===== config.mk =====
export PLATFORM = sky130hd
export DESIGN_NAME = cache_refill_engine
export DESIGN_NICKNAME = d
export VERILOG_FILES = /design/src/rtl/cache_pkg.sv /design/src/rtl/mem_timeout_ctr.sv /design/src/rtl/cache_refill_engine.sv
export SDC_FILE = /design/constraint.sdc
export NUM_CORES = 1
export LEC_CHECK = 0
export CAP_MARGIN = 0
export CORE_MARGIN = 10
export CORE_UTILIZATION = 46
export DETAILED_ROUTE_END_ITERATION = 10
export HOLD_SLACK_MARGIN = 0.15
export PLACE_DENSITY = 0.94
export SYNTH_ARGS = -nofsm -noshare
export SYNTH_HDL_FRONTEND = slang
export SYNTH_SLANG_ARGS = --single-unit
export TNS_END_PERCENT = 100

===== constraint.sdc =====
create_clock -name clk -period 5.4 [get_ports clk]
set_input_delay 0.81 -clock clk [delete_from_list [all_inputs] [get_ports clk]]
set_output_delay 0.81 -clock clk [all_outputs]
set_load 0.02 [all_outputs]

===== src/rtl/cache_pkg.sv =====
// ============================================================================
// Module   : cache_pkg
// Purpose  : Shared widths, error fill word and FSM state encoding for the
//            cache refill engine.
// Revision : 1.0  initial release
// ============================================================================
`default_nettype none

package cache_pkg;

    localparam int ADDR_W = 7;
    localparam int DATA_W = 32;
    localparam int CTR_W  = 5;

    localparam logic [DATA_W-1:0] ERR_DATA_DFLT = 32'hDEADBEEF;

    typedef enum logic [1:0] {
        ST_IDLE = 2'd0,
        ST_WB   = 2'd1,
        ST_RF   = 2'd2,
        ST_RESP = 2'd3
    } state_t;

endpackage : cache_pkg

`default_nettype wire


===== src/rtl/mem_timeout_ctr.sv =====
// ============================================================================
// Module   : mem_timeout_ctr
// Purpose  : Per-phase wait counter; flags the cycle whose non-ack would make
//            the count reach the timeout limit.
// Revision : 1.0  initial release
// ============================================================================
`default_nettype none

module mem_timeout_ctr
    import cache_pkg::*;
#(
    parameter int unsigned TERMINAL = 15
) (
    input  logic clk,
    input  logic rst_n,
    input  logic i_clear,
    input  logic i_enable,
    output logic o_term
);

    localparam logic [CTR_W-1:0] c_TERM = CTR_W'(TERMINAL);

    logic [CTR_W-1:0] r_count;

    always_ff @(posedge clk or negedge rst_n) begin
        if (!rst_n) begin
            r_count <= '0;
        end else if (i_clear) begin
            r_count <= '0;
        end else if (i_enable) begin
            r_count <= r_count + 1'b1;
        end
    end

    assign o_term = (r_count == c_TERM);

endmodule : mem_timeout_ctr

`default_nettype wire


===== src/rtl/cache_refill_engine.sv =====
// ============================================================================
// Module   : cache_refill_engine
// Purpose  : Services one cache miss at a time: optional victim writeback,
//            line refill read, then a one-cycle fill response.
// Revision : 1.0  initial release
// ============================================================================
`default_nettype none

module cache_refill_engine
    import cache_pkg::*;
#(
    parameter int unsigned       TIMEOUT_CYC = 16,
    parameter logic [DATA_W-1:0] ERR_DATA    = ERR_DATA_DFLT
) (
    input  logic              clk,
    input  logic              rst_n,
    input  logic              miss_valid,
    output logic              miss_ready,
    input  logic [ADDR_W-1:0] miss_addr,
    input  logic              miss_dirty,
    input  logic [ADDR_W-1:0] victim_addr,
    input  logic [DATA_W-1:0] victim_data,
    output logic              fill_valid,
    output logic [DATA_W-1:0] fill_data,
    output logic              fill_err,
    output logic              mem_req,
    output logic              mem_we,
    output logic [ADDR_W-1:0] mem_addr,
    output logic [DATA_W-1:0] mem_wdata,
    input  logic              mem_ack,
    input  logic [DATA_W-1:0] mem_rdata
);

    state_t            r_state;
    logic [ADDR_W-1:0] r_miss_addr;

    logic w_accept;
    logic w_in_phase;
    logic w_ctr_clr;
    logic w_ctr_en;
    logic w_ctr_term;

    assign miss_ready = (r_state == ST_IDLE);
    assign w_accept   = miss_valid && miss_ready;
    assign w_in_phase = (r_state == ST_WB) || (r_state == ST_RF);

    // An ack ends the phase, so the next phase starts counting from zero.
    assign w_ctr_clr  = !w_in_phase || mem_ack;
    assign w_ctr_en   = w_in_phase && !mem_ack;

    mem_timeout_ctr #(
        .TERMINAL (TIMEOUT_CYC - 1)
    ) u_timeout_ctr (
        .clk      (clk),
        .rst_n    (rst_n),
        .i_clear  (w_ctr_clr),
        .i_enable (w_ctr_en),
        .o_term   (w_ctr_term)
    );

    // Victim address/data live directly in mem_addr/mem_wdata for the WB phase.
    always_ff @(posedge clk or negedge rst_n) begin
        if (!rst_n) begin
            r_state     <= ST_IDLE;
            r_miss_addr <= '0;
            mem_req     <= 1'b0;
            mem_we      <= 1'b0;
            mem_addr    <= '0;
            mem_wdata   <= '0;
            fill_valid  <= 1'b0;
            fill_data   <= '0;
            fill_err    <= 1'b0;
        end else begin
            fill_valid <= 1'b0;
            case (r_state)
                ST_IDLE: begin
                    if (w_accept) begin
                        r_miss_addr <= miss_addr;
                        mem_req     <= 1'b1;
                        if (miss_dirty) begin
                            r_state   <= ST_WB;
                            mem_we    <= 1'b1;
                            mem_addr  <= victim_addr;
                            mem_wdata <= victim_data;
                        end else begin
                            r_state  <= ST_RF;
                            mem_we   <= 1'b0;
                            mem_addr <= miss_addr;
                        end
                    end
                end
                ST_WB, ST_RF: begin
                    if (mem_ack) begin
                        if (r_state == ST_WB) begin
                            r_state  <= ST_RF;
                            mem_we   <= 1'b0;
                            mem_addr <= r_miss_addr;
                        end else begin
                            r_state   <= ST_RESP;
                            mem_req   <= 1'b0;
                            fill_data <= mem_rdata;
                            fill_err  <= 1'b0;
                        end
                    end else if (w_ctr_term) begin
                        // Abort from either phase; a WB abort never reaches RF.
                        r_state   <= ST_RESP;
                        mem_req   <= 1'b0;
                        mem_we    <= 1'b0;
                        fill_data <= ERR_DATA;
                        fill_err  <= 1'b1;
                    end
                end
                ST_RESP: begin
                    fill_valid <= 1'b1;
                    r_state    <= ST_IDLE;
                end
                default: begin
                    r_state <= ST_IDLE;
                end
            endcase
        end
    end

endmodule : cache_refill_engine

`default_nettype wire

==> qor.csv <==
stage,metric,value,unit
outcome,outcome,"complete, no violations",
timing,Fin Clk Skew,13.0,ps
route,1st-pass router iterations,4,
timing,hold_ws,473,ps
cells_and_area,layout cell share with drive strength beyond 1,15.3,%
critical_path,crit path DAT,2040,ps
route,Post-DRT Antenna Nets,0,
timing,setup TNS,0,ps
pwr,Pleak,2.39,nW
floorplanning,die width,112,µm
grt,first-pass GRT wire length,17600,µm
route,Total Wirelength,10900,µm
critical_path,crit path max fanout,12,
yosys,#FFs+latches synth,89,
floorplanning,Top Ports,159,
yosys,register area share after synthesis,57.8,%
grt,GRT Overall Usage,17.1,%
timing,pins over their slew limit,0,
yosys,Synth cell types,31,
yosys,Mapped Avg Cell Area,12.8,µm²
floorplanning,die area,12400,µm²
route,Vias/cell,5.29,
timing,"Hold Vio Cnt, Final",0,
timing,Worst-Margin Slew,1130,ps
cts,Clock Sink Count,89,
cells_and_area,Nets,542,
cts,hold buffers post-CTS,0,
cts,CTS max path bufs,2,
critical_path,cell family with most CP delay,buffers and inverters,
critical_path,CP max stage cell,clkdlybuf4s50_1,
cts,clk slew on worst S/H paths,80,ps
grt,antenna violations before repair,0,
cts,CTS tree,done,
grt,final global-route overflow total,0,
timing,Peak Freq,351,MHz
cells_and_area,Layout area overhead,48.8,%
yosys,Syn Inst Count,301,
cts,worst skew pair latency,350,ps
critical_path,critical-path cell list,inv_1 -> ha_1 -> clkdlybuf4s50_1,
floorplanning,# rows,33,
grt,pin count of the biggest net entering global routing,90,
cts,CTS Buf Count,9,
pwr,maximum VDD drop,0.000360,V
timing,Tcrit/Tclk final,52.8,%
grt,vias in the first global route,3269,
critical_path,required time of the critical path,4590,ps
cells_and_area,"most common cell after layout, fill and taps aside",clkdlybuf4s50_1,
critical_path,crit end category,primary output,
yosys,Netlist Area Pre-Place,3850,µm²
timing,final setup vio count,0,
run,max_cap viols,0,
route,vias after detailed routing,2973,
yosys,"Net Count, Synth",391,
cts,Post-CTS Setup Bufs,0,
floorplanning,Die Y-Extent,112,µm
critical_path,critical path class,register to primary output,
cts,H-tree levels,3,
placement,PortBufs,158,
critical_path,CP startpoint kind,register,
timing,RSZ-0062 raised after global routing,no,
route,DR iter-0 viols,100,
yosys,Synth warnings,0,
floorplanning,Core ar.,8180,µm²
pwr,PwrDens,633,nW/µm²
route,wire per inst,19.4,µm
placement,Final Wtd Congestion,0.813,
critical_path,"Buf+Inv Stages, Crit Path",2,
cts,Root Buffer,clkbuf_8,
placement,Detailed Place HPWL,8040,µm
route,DRC Markers,0,
floorplanning,initial core utilization,47.2,%
cts,CTS resizes,0,
timing,crit path time final,2850,ps
cells_and_area,most frequent cells in the layout,"clkdlybuf4s50_1, dfrtp_1, mux2_2",
min_path,Hold Crit Class,register to register,
cells_and_area,antenna diode count,0,
critical_path,slowest cell delay on critical path,710,ps
timing,slew margin rel.,24.5,%
logic make-up (layout without fill, tap and decap cells):
group,after synthesis,in the layout,share of synthesized area [%]
DFF,89,89,57.8
muxes,56,56,16.0
buffers and inverters,36,192,3.99
adders and majority gates,7,7,2.27
and+or+nand+nor,58,58,10.3
AOI/OAI and AO/OA,53,53,9.19
xor gates and xnor gates,2,2,0.454
per-layer routing:
metal	track usage, %	share of wire [%]	up-vias
met5	0	0	-
met4	5.14	1.5	0
met3	9.34	12	16
met2	28.6	48	129
met1	18.2	39	1460
li1	-	-	1368
where the power goes:
group | switching (W) | internal (W) | total [W]
clock | 0.000225 | 0.000320 | 0.000545
sequential | 0.000176 | 0.000994 | 0.00117
combinational | 0.000985 | 0.000934 | 0.00192
through the flow:
stage | power (W) | cell area [µm²] | cells | worst slack [ps] | utilization [%]
2_1_floorplan | 0.00225 | 3850 | 301 | 3490 | -
3_3_place_gp | 0.00303 | 5490 | 546 | 2360 | 67.2
3_5_place_dp | 0.00312 | 5490 | 546 | 2250 | 67.2
4_1_cts | 0.00367 | 5740 | 562 | 2540 | 70.2
5_1_grt | 0.00386 | 5740 | 562 | 2410 | 70.2
6_report | 0.00363 | 5740 | 562 | 2550 | 70.2
sequential cells by signal (all words and copies together) (netlist names):
register / cells
mem_addr: 7
r_state: 2
r_miss_addr: 7
mem_we: 1
mem_req: 1
u_timeout_ctr.r_count: 5
fill_err: 1
fill_data: 32
mem_wdata: 32
fill_valid: 1
path summary, 6_finish.rpt:
check	end	cells past startpoint	from	slack, ps
worst max-delay path	miss_ready	3	r_state[0]	2550
max in group asynchronous	fill_data[8]	1	rst_n	3990
worst min-delay path	u_timeout_ctr.r_count[0]	1	u_timeout_ctr.r_count[0]	470
worst min register to register	u_timeout_ctr.r_count[0]	1	u_timeout_ctr.r_count[0]	470
worst max register to register	mem_addr[3]	6	r_state[0]	2950
min in group asynchronous	fill_data[17]	1	rst_n	630
synthesized netlist by cell type, drive strengths merged:
| cell | instances | area [µm²] |
|---|---|---|
| nand2 | 10 | 45.0 |
| mux2 | 46 | 518 |
| clkbuf | 8 | 30.0 |
| nand4b | 24 | 210 |
| nand3 | 2 | 15.0 |
| and3 | 1 | 6.26 |
| mux2i | 10 | 100 |
| o21ba | 1 | 10.0 |
| ha | 7 | 87.6 |
| o21ai | 20 | 100 |
| o31ai | 1 | 7.51 |
| nor3b | 1 | 7.51 |
| xnor2 | 1 | 8.76 |
| dfrtp | 89 | 2230 |
| nor2b | 4 | 25.0 |
| a211oi | 1 | 20.0 |
| inv | 15 | 56.3 |
| nand4 | 8 | 50.1 |
| xor2 | 1 | 8.76 |
| a31oi | 1 | 6.26 |
| o2bb2ai | 1 | 8.76 |
| nand2b | 3 | 18.8 |
| a21oi | 3 | 15.0 |
| buf | 13 | 67.6 |
| nor2 | 5 | 18.8 |
| o22ai | 1 | 6.26 |
| o21a | 24 | 180 |
cell type report:
| type | instances | area [µm²] |
|---|---|---|
| inverters | 15 | 56.3 |
| multi-input cells | 176 | 1480 |
| repair buffers | 161 | 1600 |
| fillers | 587 | 2440 |
| clock inverters | 5 | 103 |
| well taps | 105 | 131 |
| clock buffers | 11 | 141 |
| flip-flops and latches | 89 | 2230 |
(Power assumes the default switching activity.)
